--- config.mk ---
export PLATFORM = sky130hd
export DESIGN_NAME = err_delay_tuner
export DESIGN_NICKNAME = d
export VERILOG_FILES = /design/src/rtl/err_delay_tuner.sv
export SDC_FILE = /design/constraint.sdc
export NUM_CORES = 1
export LEC_CHECK = 0
export ABC_AREA = 1
export CELL_PAD_IN_SITES_DETAIL_PLACEMENT = 1
export CELL_PAD_IN_SITES_GLOBAL_PLACEMENT = 2
export CORE_AREA = 2 2 73 75
export CTS_BUF_LIST = sky130_fd_sc_hd__clkbuf_4
export DETAILED_ROUTE_END_ITERATION = 12
export DIE_AREA = 0 0 75 77
export GPL_TIMING_DRIVEN = 0
export MAX_ROUTING_LAYER = met4
export PLACE_DENSITY = 0.83
export RECOVER_POWER = 100
export SLEW_MARGIN = 20
export SYNTH_ARGS = -nofsm -noshare
export SYNTH_HDL_FRONTEND = slang
export SYNTH_SLANG_ARGS = --single-unit
--- constraint.sdc ---
create_clock -name i_clk -period 2.2 [get_ports i_clk]
set_clock_uncertainty 0.2 [all_clocks]
set_input_delay 0.22 -clock i_clk [delete_from_list [all_inputs] [get_ports i_clk]]
set_output_delay 0.22 -clock i_clk [all_outputs]
set_load 0.01 [all_outputs]
--- src/rtl/err_delay_tuner.sv ---
// ---------------------------------------------------------------------------
// err_delay_tuner
// Closed-loop tuner for the token pipeline stage's sampling delay line.
// Dual-rail timing-error results are counted over a window of tokens. At the
// end of each window the delay-line select is stepped up when there were
// many errors (more margin) or down when there were few (more speed). After
// any change of the select, a number of tokens is ignored so the stage can
// settle before measuring again.
//
// Ports
//   i_clk        clock, all state on rising edge
//   i_rst_n      asynchronous reset, active low
//   i_en         tuning enable; low -> idle, counters cleared, select kept
//   i_err1       error rail: 1 = timing error on this token
//   i_err0       clean rail: 1 = token sampled without error
//   i_force_load single-cycle pulse: load i_force_sel (clamped)
//   i_force_sel  select value to load on i_force_load
//   o_delay_sel  delay-line select to the pipeline stage
//   o_sel_upd    one-cycle pulse, coincident with a changed o_delay_sel
//   o_err_cnt    errors counted in the current window (debug)
//   o_proto_err  sticky flag: both rails seen high together
// ---------------------------------------------------------------------------
module err_delay_tuner #(
    parameter int SEL_W    = 3,
    parameter int SEL_MIN  = 0,
    parameter int SEL_MAX  = 7,
    parameter int SEL_INIT = 3,
    parameter int WINDOW   = 32,
    parameter int CNT_W    = 6,
    parameter int HI_THR   = 4,
    parameter int LO_THR   = 0,
    parameter int HOLD_EV  = 8
) (
    input  logic             i_clk,
    input  logic             i_rst_n,
    input  logic             i_en,
    input  logic             i_err1,
    input  logic             i_err0,
    input  logic             i_force_load,
    input  logic [SEL_W-1:0] i_force_sel,
    output logic [SEL_W-1:0] o_delay_sel,
    output logic             o_sel_upd,
    output logic [CNT_W-1:0] o_err_cnt,
    output logic             o_proto_err
);

    localparam int HOLD_W = $clog2(HOLD_EV + 1);

    typedef enum logic [1:0] {
        ST_IDLE,
        ST_COUNT,
        ST_ADJUST,
        ST_HOLD
    } state_t;

    state_t             r_state;
    state_t             w_state_next;
    logic [1:0]         r_prev_rails;
    logic [CNT_W-1:0]   r_tok_cnt;
    logic [CNT_W-1:0]   w_tok_cnt_next;
    logic [CNT_W-1:0]   r_err_cnt;
    logic [CNT_W-1:0]   w_err_cnt_next;
    logic [HOLD_W-1:0]  r_hold_cnt;
    logic [HOLD_W-1:0]  w_hold_cnt_next;
    logic [SEL_W-1:0]   r_delay_sel;
    logic [SEL_W-1:0]   w_delay_sel_next;
    logic               r_sel_upd;
    logic               w_sel_upd_next;
    logic               r_proto_err;
    logic               w_proto_err_next;

    logic [1:0]         w_rails;
    logic               w_event;
    logic               w_err_event;
    logic               w_step_up;
    logic               w_step_dn;
    logic [SEL_W-1:0]   w_force_clamp;

    assign w_rails = {i_err1, i_err0};

    // 4-phase handshake: a token is the first non-spacer code after a spacer,
    // so rails held high for many cycles still produce a single event.
    assign w_event     = (r_prev_rails == 2'b00) && (w_rails != 2'b00);
    assign w_err_event = w_event && i_err1;

    // Comparisons are done in int so that limits of 0 compare cleanly.
    assign w_step_up = (int'(r_err_cnt) >= HI_THR) && (int'(r_delay_sel) < SEL_MAX);
    assign w_step_dn = (int'(r_err_cnt) <= LO_THR) && (int'(r_delay_sel) > SEL_MIN);

    always_comb begin
        if (int'(i_force_sel) < SEL_MIN) begin
            w_force_clamp = SEL_W'(SEL_MIN);
        end else if (int'(i_force_sel) > SEL_MAX) begin
            w_force_clamp = SEL_W'(SEL_MAX);
        end else begin
            w_force_clamp = i_force_sel;
        end
    end

    always_comb begin
        w_state_next     = r_state;
        w_tok_cnt_next   = r_tok_cnt;
        w_err_cnt_next   = r_err_cnt;
        w_hold_cnt_next  = r_hold_cnt;
        w_delay_sel_next = r_delay_sel;
        w_sel_upd_next   = 1'b0;
        // The illegal 11 code is flagged whenever it appears, in any state.
        w_proto_err_next = r_proto_err | (w_rails == 2'b11);

        if (i_force_load) begin
            w_delay_sel_next = w_force_clamp;
            w_sel_upd_next   = (w_force_clamp != r_delay_sel);
            w_tok_cnt_next   = '0;
            w_err_cnt_next   = '0;
            w_hold_cnt_next  = '0;
            w_state_next     = i_en ? ST_HOLD : ST_IDLE;
        end else if (!i_en) begin
            w_tok_cnt_next   = '0;
            w_err_cnt_next   = '0;
            w_hold_cnt_next  = '0;
            w_state_next     = ST_IDLE;
        end else begin
            case (r_state)
                ST_IDLE: begin
                    w_tok_cnt_next  = '0;
                    w_err_cnt_next  = '0;
                    w_hold_cnt_next = '0;
                    w_state_next    = ST_COUNT;
                end
                ST_COUNT: begin
                    if (w_event) begin
                        w_tok_cnt_next = r_tok_cnt + 1'b1;
                        if (w_err_event && (r_err_cnt != '1)) begin
                            w_err_cnt_next = r_err_cnt + 1'b1;
                        end
                        if (r_tok_cnt == CNT_W'(WINDOW - 1)) begin
                            w_state_next = ST_ADJUST;
                        end
                    end
                end
                ST_ADJUST: begin
                    // Events arriving in this cycle are deliberately dropped.
                    w_tok_cnt_next  = '0;
                    w_err_cnt_next  = '0;
                    w_hold_cnt_next = '0;
                    if (w_step_up) begin
                        w_delay_sel_next = r_delay_sel + 1'b1;
                        w_sel_upd_next   = 1'b1;
                        w_state_next     = ST_HOLD;
                    end else if (w_step_dn) begin
                        w_delay_sel_next = r_delay_sel - 1'b1;
                        w_sel_upd_next   = 1'b1;
                        w_state_next     = ST_HOLD;
                    end else begin
                        w_state_next     = ST_COUNT;
                    end
                end
                ST_HOLD: begin
                    // Settling period: tokens only advance hold_cnt.
                    if (w_event) begin
                        if (r_hold_cnt == HOLD_W'(HOLD_EV - 1)) begin
                            w_hold_cnt_next = '0;
                            w_state_next    = ST_COUNT;
                        end else begin
                            w_hold_cnt_next = r_hold_cnt + 1'b1;
                        end
                    end
                end
                default: begin
                    w_state_next = ST_IDLE;
                end
            endcase
        end
    end

    always_ff @(posedge i_clk or negedge i_rst_n) begin
        if (!i_rst_n) begin
            r_state      <= ST_IDLE;
            r_prev_rails <= 2'b00;
            r_tok_cnt    <= '0;
            r_err_cnt    <= '0;
            r_hold_cnt   <= '0;
            r_delay_sel  <= SEL_W'(SEL_INIT);
            r_sel_upd    <= 1'b0;
            r_proto_err  <= 1'b0;
        end else begin
            r_state      <= w_state_next;
            r_prev_rails <= w_rails;
            r_tok_cnt    <= w_tok_cnt_next;
            r_err_cnt    <= w_err_cnt_next;
            r_hold_cnt   <= w_hold_cnt_next;
            r_delay_sel  <= w_delay_sel_next;
            r_sel_upd    <= w_sel_upd_next;
            r_proto_err  <= w_proto_err_next;
        end
    end

    assign o_delay_sel = r_delay_sel;
    assign o_sel_upd   = r_sel_upd;
    assign o_err_cnt   = r_err_cnt;
    assign o_proto_err = r_proto_err;

endmodule

==> reports/results.txt <==
run status: finished clean
1st-pass router iterations: 4
n_diodes: 0
post-placement cell area: 1890 um^2
# setup viols final: 0
largest area contributor in the netlist: dfrtp_1
area grow syn2layout: 17.4%
Detail Placement HPWL: 2.84 mm
Starting Density: 32.7%
slew margin rel.: 57.6%
grt ovf: 0
PwrDens: 797 nW/um^2
CP delay by family, top: flip-flops
syn nets: 223
minimum clock period after layout: 1.99 ns
Die ar.: 5780 um^2
Setup Buffers After CTS: 0
DR DRC count: 0
final net count: 248
Setup crit start kind: flop
Root Buffer: clkbuf_4
port bufs: 18
final WL: 3.67 mm
Site Rows: 26
post-route setup slack: 0.214 ns
Total Power: 1.52 mW
first-pass GRT wire length: 6.58 mm
worst path cell trace: nor2_1 -> nand2_1 -> nand2_1 -> fa_1 -> xor2_1 -> o21ai_0 -> a21oi_1 -> nand2_1 -> nand3_1
crit share post-route: 90.3%
Post-Layout Inst Area: 1910 um^2
worst hold path class: input pin to asynchronous set/reset pin
gr usage total: 14.8%
wire per inst: 12.3 um
final hold violation count: 0
Synth Cell Area: 1630 um^2
H-tree depth: 1
FMAX: 0.504 GHz
max incr delay on CP: 0.49 ns
RePlAce Congestion: 0.736
RSZ-0062 raised after global routing: false
placed insts: 293
Seq cells post-synth: 25
Die Span Y: 77 um
Async SR Flop Fraction: 100%
largest net degree at the start of global routing: 26
number of max-cap violations: 0
# clock sinks: 25
setup TNS: 0 ns
Area contributors post-synth: dfrtp_1 35%, nand2_1 10%, inv_1 6.2%
worst vdd ir: 0.366 mV
Synth Flop Type: dfrtp_1
Cell variety after synth: 35
1st-iter DRT viols: 30
crit-path max FO: 6
TritonCTS clock tree: built
Worst Path Arrival: 2.00 ns
Commonest cells post-synth: 45 x nand2_1, 27 x inv_1, 23 x dfrtp_1
Core Box Area: 4980 um^2
Seq/Total Area, Yosys: 38.6%
ANT nets after route: 0
share of post-route cells with drive strength above 1: 10.5%
Clock Pin Slew Worst Setup and Hold Paths: 0.15 ns
# IOs: 20
CTS buffer count: 3
syn avg cell area: 7.94 um^2
die width: 75 um
vias in the first global route: 1,476
Syn. warnings: 0
Post-Place Worst Slack: 0.143 ns
count leader, synth: nand2_1
CP Capture Type: flop
CP bufs+invs: 0
Layout Cells excl Fill: 299
number of flops mapped to enable cells by yosys: 0
worst-skew pair later-pin latency: 0.32 ns
CTS Buffer Depth: 2
critical path's most frequent cell: nand2_1
Tightest Pin Transition: 0.636 ns
Worst Path Required: 2.22 ns
Max Slew Vio Count: 0
Vias per Instance: 4.62
Setup CP Type: flop to flop
Crit-path slowest cell: dfrtp_1
vias: 1,381
Mapped Cells: 205
leakage: 0.907 nW
initial antenna violation count: 0
Yosys top cell area share: 35.4%
## placed cells by master (no fill, tap or decap), types with 5 or more instances in the layout
cell             count
clkdlybuf4s50_1      6
ha_1                 8
xor2_1               5
o21ai_0             14
dfrtp_1             22
a21oi_1             12
inv_1               27
nor2_1              19
nand2_1             46
dlygate4sd3_1       13
nand3_1             16
clkbuf_4             5
## per-layer routing
metal  wire, um  vias up  global-route usage [%]
met5          0        -                       -
met4         21        0                    3.75
met3         81        2                    2.37
met2       1780       14                    23.6
met1       1780      661                    19.4
li1           -      704                       -
## timing repair
| action | CTS | global route |
|---|---|---|
| resized for setup | 0 | 1 |
| hold buffers | 2 | 0 |
| setup endpoints to repair | 0 | 2 |
| hold endpoints to repair | 26 | 0 |
## power by group
part	internal, mW	switching [mW]
Clock	0.0832	0.146
Sequential	0.544	0.104
Combinational	0.265	0.381
## flip-flops by register name (all words and copies together), names as in the netlist
name,flops
r_hold_cnt,4
o_delay_sel,3
r_prev_rails,2
o_proto_err,1
r_tok_cnt,6
r_state,2
o_err_cnt,6
o_sel_upd,1
## area by class of cell
| cell class | count | area (um^2) |
|---|---|---|
| sequential | 25 | 629 |
| clock buffer | 4 | 30.0 |
| fill | 617 | 3070 |
| tap | 70 | 87.6 |
| timing repair buffer | 20 | 195 |
| inverter | 32 | 135 |
| buffer | 1 | 7.51 |
| multi-input combinational | 147 | 826 |
## worst paths after layout
path	startpoint	end	slack (ns)	depth (start not counted)
max	o_err_cnt[3]	o_delay_sel[2]	0.21	9
min	i_rst_n	o_err_cnt[1]	0.22	2
max reg2reg	o_err_cnt[3]	o_delay_sel[2]	0.21	9
min reg2reg	o_proto_err	o_proto_err	0.27	1
max in group asynchronous	i_rst_n	r_state[0]	1.13	2
min in group i_clk	o_proto_err	o_proto_err	0.27	1
## through the flow
stage / utilization, % / hold WS, ns
final: 38.4 / 0.218
after global routing: 38.4 / 0.237
after CTS: 39.0 / 0.183
after detailed placement: 38.0 / 0.0785
after global placement: 38.1 / 0.241
after floorplan: - / -0.276
## kinds of logic (layout without fill, tap and decap cells)
kind of cell | count (synthesis) | count (layout) | share of synthesized area (%)
xor gates and xnor gates | 5 | 5 | 2.69
adders and majority gates | 9 | 9 | 7.38
and+or+nand+nor | 96 | 96 | 27.7
AOI/OAI and AO/OA | 36 | 36 | 14.0
DFF | 25 | 25 | 38.6
buffers and inverters | 33 | 57 | 8.99
muxes | 1 | 1 | 0.615
(Power assumes the default switching activity.)
